===== src/rtl/portal_output_arbiter.sv =====
// Portal output arbiter: per-channel holding registers feed a round-robin
// arbiter that pushes tagged words ({channel+1, payload}) into a small FIFO
// drained by the downstream pipe. Tag 0 is never produced.
module portal_output_arbiter #(
  parameter int NCH    = 4,
  parameter int DATA_W = 64,
  parameter int DEPTH  = 4,
  parameter int TAG_W  = 8
) (
  input  logic                     CLK,
  input  logic                     nRST,
  input  logic [NCH-1:0]           meth__ENA,
  input  logic [NCH*DATA_W-1:0]    meth_v,
  output logic [NCH-1:0]           meth__RDY,
  output logic                     pipe_enq__ENA,
  output logic [TAG_W+DATA_W-1:0]  pipe_enq_v,
  input  logic                     pipe_enq__RDY,
  output logic [$clog2(DEPTH):0]   count
);

  localparam int PTR_W = $clog2(DEPTH);
  localparam int CNT_W = PTR_W + 1;
  localparam int IDX_W = $clog2(NCH);

  logic [NCH-1:0]              hold_valid;
  logic [DATA_W-1:0]           hold_data [NCH];

  logic [IDX_W-1:0]            rr_ptr;
  logic [IDX_W-1:0]            rr_next;
  logic [NCH-1:0]              grant;
  logic [IDX_W-1:0]            grant_idx;
  logic                        push;
  logic [TAG_W+DATA_W-1:0]     push_word;

  logic [TAG_W+DATA_W-1:0]     mem [DEPTH];
  logic [PTR_W-1:0]            wr_ptr;
  logic [PTR_W-1:0]            rd_ptr;
  logic                        full;
  logic                        pop;
  logic [NCH-1:0]              accept;

  assign full          = (count == CNT_W'(DEPTH));
  assign pipe_enq__ENA = nRST & (count != '0);
  assign pipe_enq_v    = mem[rd_ptr];
  assign pop           = pipe_enq__ENA & pipe_enq__RDY;
  assign meth__RDY     = {NCH{nRST}} & (~hold_valid | grant);
  assign accept        = meth__ENA & meth__RDY;

  // Stage: combinational round-robin grant from registered state
  always_comb begin
    int unsigned j;
    grant     = '0;
    grant_idx = '0;
    push      = 1'b0;
    j         = 0;
    if (!full) begin
      for (int k = 0; k < NCH; k++) begin
        j = (int'(rr_ptr) + k) % NCH;
        if (!push && hold_valid[j]) begin
          push      = 1'b1;
          grant[j]  = 1'b1;
          grant_idx = IDX_W'(j);
        end
      end
    end
    rr_next   = (int'(grant_idx) == NCH - 1) ? '0 : grant_idx + IDX_W'(1);
    push_word = {TAG_W'(grant_idx) + TAG_W'(1), hold_data[grant_idx]};
  end

  // Stage: control registers (hold flags, rr pointer, FIFO pointers, count)
  always_ff @(posedge CLK) begin
    if (!nRST) begin
      hold_valid <= '0;
      rr_ptr     <= '0;
      wr_ptr     <= '0;
      rd_ptr     <= '0;
      count      <= '0;
    end else begin
      for (int i = 0; i < NCH; i++) begin
        if (accept[i]) begin
          hold_valid[i] <= 1'b1;
        end else if (grant[i]) begin
          hold_valid[i] <= 1'b0;
        end
      end
      if (push) begin
        rr_ptr <= rr_next;
        wr_ptr <= wr_ptr + PTR_W'(1);
      end
      if (pop) begin
        rd_ptr <= rd_ptr + PTR_W'(1);
      end
      case ({push, pop})
        2'b10:   count <= count + CNT_W'(1);
        2'b01:   count <= count - CNT_W'(1);
        default: count <= count;
      endcase
    end
  end

  // Stage: datapath storage (payload capture, FIFO write), not reset
  always_ff @(posedge CLK) begin
    for (int i = 0; i < NCH; i++) begin
      if (accept[i]) begin
        hold_data[i] <= meth_v[i*DATA_W +: DATA_W];
      end
    end
    if (push) begin
      mem[wr_ptr] <= push_word;
    end
  end

endmodule

===== config.mk =====
export PLATFORM = sky130hd
export DESIGN_NAME = portal_output_arbiter
export DESIGN_NICKNAME = d
export VERILOG_FILES = /design/src/rtl/portal_output_arbiter.sv
export SDC_FILE = /design/constraint.sdc
export NUM_CORES = 1
export LEC_CHECK = 0
export CORE_ASPECT_RATIO = 1.25
export CORE_MARGIN = 5
export CORE_UTILIZATION = 49
export CTS_BUF_LIST = sky130_fd_sc_hd__clkbuf_8
export DETAILED_ROUTE_END_ITERATION = 16
export GPL_TIMING_DRIVEN = 0
export PLACE_DENSITY = 0.77
export SLEW_MARGIN = 20
export SYNTH_ARGS = -nofsm -noshare
export SYNTH_HDL_FRONTEND = slang
export SYNTH_SLANG_ARGS = --single-unit

===== constraint.sdc =====
create_clock -name CLK -period 4.8 [get_ports CLK]
set_input_delay 0.72 -clock CLK [delete_from_list [all_inputs] [get_ports CLK]]
set_output_delay 0.72 -clock CLK [all_outputs]
set_load 0.01 [all_outputs]

=== Yosys cells after proc, flatten, opt, wreduce, memory -nomap -nowiden ===
Memory sizes are Yosys's and may differ from the RTL's. A register that Yosys moved wholly into a read port is not among the register bits.
Index checks and enable logic that the tools add are counted.

* Bits in registers: 13
* Bits in latches: 0
* RAM bits: 524
* Bits in read-only memories: 0
* Input bits: 263
* Output and inout port bits: 80
* Memories kept: 2

{| class="wikitable"
|+ Memory list
! name !! words !! width !! rd ports !! clocked after Yosys merged registers in !! write ports !! line !! source
|-
| mem || 4 || 67 || 1 || 1 || 1 || 35 || <nowiki>logic [TAG_W+DATA_W-1:0] mem [DEPTH];</nowiki>
|-
| hold_data || 4 || 64 || 1 || 0 || 4 || 26 || <nowiki>logic [DATA_W-1:0] hold_data [NCH];</nowiki>
|}

* Add/sub/neg operators: 9
* Multiply operators: 0
* Divide/modulo/power cells: 0
* Magnitude comparators: 8
* Equality and inequality tests: 4
* Shift operators: 0
* Mux-type cells: 59
* Bitwise gates (word level): 12
* Reduce and logical (&&, ||, !) cells: 19

{| class="wikitable"
|+ Operators by type and width
! kind !! count
|-
| $ge 32x1->1 const B || 3
|-
| $lt 32x3->1 const B || 3
|-
| $mux 1 || 34
|-
| $mux 4 || 8
|-
| $mux 2 || 8
|-
| $or 4x4->4 || 4
|-
| $reduce_bool 2->1 || 5
|-
| $add 2x1->2 const B || 4
|-
| $and 4x4->4 || 2
|-
| $bmux 1 s2 || 4
|-
| $demux 1 s2 || 4
|-
| $logic_and 1x1->1 || 7
|-
| $pmux 3 s2 || 1
|-
| $reduce_or 2->1 || 3
|-
| $add 2x2->2 const B || 2
|-
| $eq 2x1->1 const B || 2
|-
| $not 4->4 || 1
|-
| $add 2x1->3 const B || 1
|-
| $add 3x1->3 const B || 1
|-
| $and 1x1->1 const A || 3
|-
| $eq 3x3->1 const B || 1
|-
| $logic_not 1->1 || 3
|-
| $lt 2x3->1 const B || 1
|-
| $reduce_bool 3->1 || 1
|-
| other kinds (4) || 5
|}

=== Logic depth before layout (Yosys ltp) ===
Gate-level depths: netlist of the first run.

* Word-level depth: 21
* Depth in mapped cells: 12
* Depth with buffers taken out: 10

=== Worst setup path after synthesis of the first run ===
Ideal clock, no wire load.

* Path kind: reg-to-reg
* Start: register rr_ptr[0]
* End: memory hold_data[3][0] (enable)
* Setup time: 0.429 ns
* Arrival time: 4.221 ns
* Data required time: 4.371 ns
* Setup slack: 0.150 ns
* Stages on the path, launching flop included: 10
* Period minus slack after synthesis: 4.650 ns
* Path through: dfxtp_1 -> buf_2 -> inv_1 -> ha_1 -> or3_1 -> or4b_1 -> o311a_1 -> o221a_2 -> nor2b_1 -> and2_1

{| class="wikitable"
|+ RTL lines
! item !! line !! source
|-
| start, declared || 28 || <nowiki>logic [IDX_W-1:0] rr_ptr;</nowiki>
|-
| start signal, assigned || 87 || <nowiki>rr_ptr <= rr_next;</nowiki>
|-
| end, declared || 26 ||
|}

=== Worst setup path after layout of the first run ===
* Start: register rr_ptr[0]
* End: output meth__RDY[3]

* Longest elaborated chain between the ends: 18
* Elaborated cells on any way between the ends: 62

{| class="wikitable"
|+ Ends and longest elaborated chain
! item !! line !! source
|-
| $add 2x1->2 / $bmux 1 s2 (equally long branches) || 58, 59 ||
|-
| $reduce_or 2->1 (no line) / $mux 1 (equally long branches) || -- ||
|-
| $and 1x1->1 (no line) / $mux 1 (equally long branches) || -- ||
|-
| $ge 32x1->1 (not written as such), or another cell as far along || 61 || <nowiki>grant[j] = 1'b1;</nowiki>
|-
| $logic_and 1x1->1 (not written as such) / $logic_not 1->1 (equally long branches) || 61, 59 ||
|-
| $mux 1 (not written as such) / $logic_and 1x1->1 (equally long branches) || 61, 59 ||
|-
| $demux 1 s2 / $mux 1 (equally long branches) || 61, 59 ||
|-
| $or 4x4->4 (no line) / $mux 1 (equally long branches) || -- ||
|-
| (+2 left out) || -- ||
|-
| $or 4x4->4 (no line) / $mux 1 (equally long branches) || -- ||
|-
| $mux 4 / $mux 1 (equally long branches) || 59, 56 ||
|-
| $mux 4 / $logic_not 1->1 (equally long branches) || 56, 59 ||
|-
| $or 4x4->4 (no line) / $logic_and 1x1->1 (equally long branches) || -- ||
|-
| $mux 4 * || 59 || <nowiki>if (!push && hold_valid[j]) begin</nowiki>
|-
| $mux 4 * || 56 || <nowiki>if (!full) begin</nowiki>
|-
| $or 4x4->4 * || 46 || <nowiki>assign meth__RDY = {NCH{nRST}} & (~hold_valid | grant);</nowiki>
|-
| $and 4x4->4 * || 46 ||
|-
| end, declared || 14 || <nowiki>output logic [NCH-1:0] meth__RDY,</nowiki>
|}

Mark *: on every way between the ends. The rest lies on a longest branch, timed or not. The select of a mux whose other input is x is not followed.

==> impl_metrics.ini, run 1 <==
[worst_setup_path]
critPathLaunchType = flop
path_cells = clkbuf_4, inv_1, ha_2, or3_1, or4b_1, o311a_1, o221a_2, nor2b_1, clkdlybuf4s50_1
reg2reg_depth = 10
crit_fanout = 10
rr_endpoint = mem[2][62]$_DFFE_PP_
required_ns = 4.08
reg2reg_from = rr_ptr[0]$_SDFFE_PN0P_
path_buf_inv = 3
r2r_slack_ns = 0.67
critPathKind = reg2out
path_delay_family = simple AND/OR/NAND/NOR gates
cpMaxStageDelayCell = clkdlybuf4s50_1
worstSetupEndpointType = output port
slowest_delay_ns = 0.58
cp.arrival_ns = 3.88

[flow_run]
drv_cap = 0

[min_path]
hp-start = wr_ptr[1]$_SDFFE_PN0P_
min_to = wr_ptr[1]$_SDFFE_PN0P_
holdCritPathClass = reg2reg
hold_depth = 2

[routing]
drc = 0
drt_pass1_iterations = 5
vias = 12200
routedWlPerCell_um = 24.8
routed_wl_um = 53800
post_drt_via_cell_ratio = 5.62
ant_nets = 0
drtIter0Drc = 925

[synth]
synth_commonest_cells = 524 x edfxtp_1, 199 x nand2_1, 69 x mux4_2
ys_types = 46
syn_inst = 1117
synth_top_area_frac = 0.768
synth_edf_count = 524
seq_area_frac_synth = 0.783
synth_top_cells_by_area = edfxtp_1 77%, mux4_2 7.6%, nand2_1 3.6%
yosys.area.top_type = edfxtp_1
ys_seq_elements = 539
syn_avg_cell_area_um2 = 18.3
synth-async-reset-ratio = 0
synth_ff_type = edfxtp_1
ys_warn_count = 0
post-synth-top-count-cell = edfxtp_1
synth.cell_area_um2 = 20500

[cts]
postCtsHoldBufs = 0
clock_path_buffers = 3
clk_latency_ns = 0.64
cts-root-buf = clkbuf_8
cts_tree = built
cts_buffers = 83
htree_levels = 3
tritoncts_num_sinks = 539
path_clk_slew_ns = 0.06

[timing]
holdWs_ns = 0.572
slew_viol_final = 0
final.setup_skew_ns = 0.0194
period_share = 0.959
worst_pin_slew_ns = 1.06
finalSetupViolCount = 0
timing.fmax_mhz = 217
rsz0062_at_grt = no
hold_violations = 0
max-slew-margin-rel = 0.290
min_period_ns = 4.60

[floorplan]
io_pins = 343
rows = 83
die_x_um = 193
dieArea_um2 = 46000
initial_core_util = 0.497
core_region_area_um2 = 41200
die_y_um = 239

[placed_design]
placedCellCount = 2018
dpl.hpwl_um = 36900
gp_congestion = 0.802
io_buffers = 337

[power]
p_seq_frac = 0.422
swShare = 0.351
ir_worst_vdd_v = 0.000493
combinationalPowerShare = 0.381
powerDensity_nw_per_um2 = 690
p_clk_frac = 0.197
p_switching_w = 0.00639
finalPower_w = 0.0182
internal-power_w = 0.0118
p_leak_nw = 8.92

[global_route]
antenna_found_initial = 3
overflow = 0
grt.total_usage = 0.231
grt_max_degree = 40
grt_first_pass_wirelength_um = 78200
grt_pass1_vias = 13200

[run_status]
status = finished clean

[finish]
n_fill_cell = 2892
synthToLayoutAreaGrowth_pct = 28.7
finalNonFillerCells = 2167
fin_util = 0.639
drive_gt1_frac = 0.143
fin_nets = 1830
## power by group through the flow
| stage | sequential, W | clock, W | combinational [W] |
|---|---|---|---|
| 6_report | 0.00768 | 0.00358 | 0.00693 |
| 5_1_grt | 0.00776 | 0.00389 | 0.00738 |
| 4_1_cts | 0.00768 | 0.00365 | 0.00694 |
| 3_5_place_dp | 0.00777 | 0 | 0.00692 |
| 3_3_place_gp | 0.00780 | 0 | 0.00659 |
| 2_1_floorplan | 0.00770 | 0 | 0.00381 |
## worst register-to-register path: stages (launching register included)
cell      delay [ns]
dfxtp_4         0.42
clkbuf_4        0.22
inv_1           0.11
ha_2            0.34
or3_1           0.35
or4b_1          0.51
o311a_1         0.20
nand2_1         0.60
buf_2           0.38
a31oi_1         0.13
a32oi_1         0.57
## state kept, by name, summed over array words and instances (netlist names), named ones only
name,cells
hold_data,256
rd_ptr,2
mem,268
hold_valid,4
wr_ptr,2
rr_ptr,2
count,3
## routing by layer
metal | track usage | vias to the layer above | share of wire
met4 | 0.111 | 0 | 0.040
met3 | 0.0539 | 116 | 0.073
met1 | 0.283 | 6132 | 0.38
met5 | 0 | - | 0
li1 | - | 5350 | -
met2 | 0.389 | 572 | 0.51
## through the flow
stage	setup TNS (ns)	area, µm²	worst slack [ns]
floorplan	0	20500	0.150
global placement	-282.81	24600	-1.18
detailed placement	0	24800	0.346
CTS	0	26300	0.0260
global route	0	26400	0.0184
finish	0	26400	0.199
## how the worst max path moves through the flow
| stage | cells past startpoint | startpoint | slack, ns | endpoint |
|---|---|---|---|---|
| after global placement | 9 | rr_ptr[0]$_SDFFE_PN0P_ | -1.18 | hold_data[2][53]$_DFFE_PP_ |
| final | 9 | rr_ptr[0]$_SDFFE_PN0P_ | 0.20 | meth__RDY[3] |
| after global routing | 9 | rr_ptr[0]$_SDFFE_PN0P_ | 0.02 | meth__RDY[3] |
| after detailed placement | 10 | rr_ptr[0]$_SDFFE_PN0P_ | 0.35 | mem[2][62]$_DFFE_PP_ |
| after CTS | 9 | rr_ptr[0]$_SDFFE_PN0P_ | 0.03 | meth__RDY[3] |
| after floorplan | 9 | rr_ptr[0]$_SDFFE_PN0P_ | 0.15 | hold_data[3][0]$_DFFE_PP_ |
## layout by cell type, fill, tap and decap left out, types with 12 or more instances in the layout
cell type,instances
clkbuf_8,91
a32oi_1,65
a31oi_1,64
edfxtp_1,524
nand2_1,199
mux4_2,69
clkdlybuf4s50_1,337
clkbuf_1,30
ha_1,13
inv_1,44
buf_2,20
clkinv_1,12
dfxtp_1,13
## cell type report
type / instances / area (µm²) / area share
repair buffers: 346 / 3570 / 0.135
clock buffers: 91 / 1250 / 0.0475
well taps: 552 / 691 / 0.0262
flip-flops and latches: 539 / 16000 / 0.609
plain buffers: 72 / 367 / 0.0139
diodes: 2 / 5.00 / 0.000190
inverters: 13 / 48.8 / 0.00185
clock inverters: 55 / 298 / 0.0113
multi-input cells: 497 / 4090 / 0.155
## kinds of logic after synthesis
family | count (synthesis) | share of synthesized area
multiplexers | 76 | 0.0795
buffers and inverters | 85 | 0.0199
AND/OR/NAND/NOR | 233 | 0.0470
adder cells (fa/ha/maj) | 15 | 0.00953
AO/OA/AOI/OAI | 163 | 0.0592
XOR/XNOR | 5 | 0.00214
other | 1 | 0.000183
flip-flops | 539 | 0.783
## timing repair
item                                   in CTS  in global routing
endpoints found under the hold margin       0                  0
resized for setup                           1                  4
setup buffers                               0                  0
setup endpoints to repair                   1                  2
No activity file was read; power rests on OpenSTA's default activity.
==> run 2: changes to the inputs <==
--- a/config.mk
+++ b/config.mk
@@ -11,6 +11,7 @@
 export CTS_BUF_LIST = sky130_fd_sc_hd__clkbuf_8
 export DETAILED_ROUTE_END_ITERATION = 16
 export GPL_TIMING_DRIVEN = 0
+export MAX_ROUTING_LAYER = met4
 export PLACE_DENSITY = 0.77
 export SLEW_MARGIN = 20
 export SYNTH_ARGS = -nofsm -noshare
==> run 2 against run 1 <==
Net effect:
- critical path type unchanged
- clock-buffer cell count unchanged
- cell area hardly changed
- final cell count unchanged
==> impl_metrics.ini, run 2 (synthesized netlist as in run 1, its figures left out) <==
[run_status]
status = finished clean

[floorplan]
rows = 83
initial_core_util = 0.497
dieArea_um2 = 46000
core_region_area_um2 = 41200
io_pins = 343
die_y_um = 239
die_x_um = 193

[timing]
postLayoutSetupSlackWorst_ns = 0.200
finalSetupViolCount = 0
period_share = 0.958
min_period_ns = 4.60
max-slew-margin-rel = 0.288
slew_viol_final = 0
final.setup_skew_ns = 0.0198
worst_pin_slew_ns = 1.07
timing.fmax_mhz = 217
hold_violations = 0
setup-tns-final_ns = 0
rsz0062_at_grt = no

[placed_design]
io_buffers = 337
preCtsSetupSlack_ns = 0.346
dpl.hpwl_um = 36900
gp_congestion = 0.814

[power]
p_clk_frac = 0.197
powerDensity_nw_per_um2 = 690
p_seq_frac = 0.422
p_switching_w = 0.00638
ir_worst_vdd_v = 0.000489
p_leak_nw = 8.92
internal-power_w = 0.0118
swShare = 0.351
combinationalPowerShare = 0.381

[finish]
fin_nets = 1830
largest_reg_flops = 268
synthToLayoutAreaGrowth_pct = 28.6
top_register = mem
drive_gt1_frac = 0.143
layout_commonest_cell = edfxtp_1
most-common-layout-cells = 524 x edfxtp_1, 337 x clkdlybuf4s50_1, 199 x nand2_1, 91 x clkbuf_8, 69 x mux4_2
n_fill_cell = 2893
reg.largest.list = mem: 268 flops, hold_data: 256 flops, hold_valid: 4 flops

[routing]
post_drt_via_cell_ratio = 5.64
routed_wl_um = 53900
ant_nets = 0
drt_pass1_iterations = 4
routedWlPerCell_um = 24.9
drc = 0
vias = 12200
drtIter0Drc = 904

[global_route]
overflow = 0
grt_first_pass_wirelength_um = 78300
antenna_found_initial = 3
grt_pass1_vias = 13200
grt.total_usage = 0.238
grt_max_degree = 40

[worst_setup_path]
worstSetupEndpointType = output port
required_ns = 4.08
critPathLaunchType = flop
cp.arrival_ns = 3.88
crit_fanout = 10
critPathKind = reg2out

[cts]
clk_latency_ns = 0.65
tritoncts_num_sinks = 539
cts-root-buf = clkbuf_8
postCtsHoldBufs = 0
htree_levels = 3
clock_path_buffers = 3
cts_tree = built
cts_buffers = 83
path_clk_slew_ns = 0.06

[flow_run]
drv_cap = 0

[min_path]
holdCritPathClass = reg2reg
[run 2: cell count changes in the layout (fill, tap and decap cells not counted)]
cell / previous run / this run
clkbuf_4: 2 / 1
buf_2: 20 / 21
[run 2: final cells by class]
| class | count | area, µm² | area share |
|---|---|---|---|
| Sequential cell | 539 | 16000 | 0.609 |
| Tap cell | 552 | 691 | 0.0262 |
| Multi-Input combinational cell | 497 | 4090 | 0.155 |
| Clock buffer | 91 | 1250 | 0.0475 |
| Clock inverter | 55 | 298 | 0.0113 |
| Timing Repair Buffer | 346 | 3570 | 0.135 |
| Buffer | 72 | 367 | 0.0139 |
| Antenna cell | 2 | 5.00 | 0.000190 |
| Inverter | 13 | 48.8 | 0.00185 |
[run 2: path summary, 6_finish.rpt]
| kind | start | to | slack, ns | cells past startpoint |
|---|---|---|---|---|
| hold / removal | wr_ptr[1]$_SDFFE_PN0P_ | wr_ptr[1]$_SDFFE_PN0P_ | 0.57 | 2 |
| hold reg to reg | wr_ptr[1]$_SDFFE_PN0P_ | wr_ptr[1]$_SDFFE_PN0P_ | 0.57 | 2 |
| setup / recovery | rr_ptr[0]$_SDFFE_PN0P_ | meth__RDY[3] | 0.20 | 9 |
| setup reg to reg | rr_ptr[0]$_SDFFE_PN0P_ | mem[2][62]$_DFFE_PP_ | 0.66 | 10 |
[run 2: worst max-delay path, stage by stage, from the launching register on]
cell,delay [ns]
dfxtp_4,0.41
clkbuf_4,0.22
inv_1,0.12
ha_2,0.34
or3_1,0.35
or4b_1,0.51
o311a_1,0.20
o221a_2,0.34
nor2b_1,0.17
clkdlybuf4s50_1,0.58
[run 2: metal layers]
layer	routed length, µm	share of wire	GRT usage
met1	20300	0.38	0.285
met2	27500	0.51	0.389
met3	3910	0.073	0.0507
met4	2220	0.041	0.110
met5	0	0	-
[run 2: power groups by stage]
stage	Combinational (W)	Clock [W]	Sequential, W
5_1_grt	0.00737	0.00389	0.00776
2_1_floorplan	0.00381	0	0.00770
4_1_cts	0.00694	0.00365	0.00768
3_3_place_gp	0.00659	0	0.00780
6_report	0.00692	0.00358	0.00768
3_5_place_dp	0.00692	0	0.00777
[run 2: what timing repair did]
item | CTS | global route
pin swaps | 0 | 0
endpoints found under the setup margin | 1 | 3
endpoints found under the hold margin | 0 | 0
setup buffers | 0 | 0
gates resized for setup | 1 | 4
[run 2: metrics by stage]
| step | util | cell area, µm² | power, W | hold slack, ns | instances |
|---|---|---|---|---|---|
| 6_report | 0.639 | 26400 | 0.0182 | 0.571 | 2167 |
| 5_1_grt | 0.639 | 26400 | 0.0190 | 0.588 | 2167 |
| 4_1_cts | 0.639 | 26300 | 0.0183 | 0.570 | 2164 |
| 3_5_place_dp | 0.601 | 24800 | 0.0147 | 0.561 | 2018 |
| 3_3_place_gp | 0.596 | 24600 | 0.0144 | 0.544 | 2010 |
| 2_1_floorplan | - | 20500 | 0.0115 | 0.528 | 1121 |
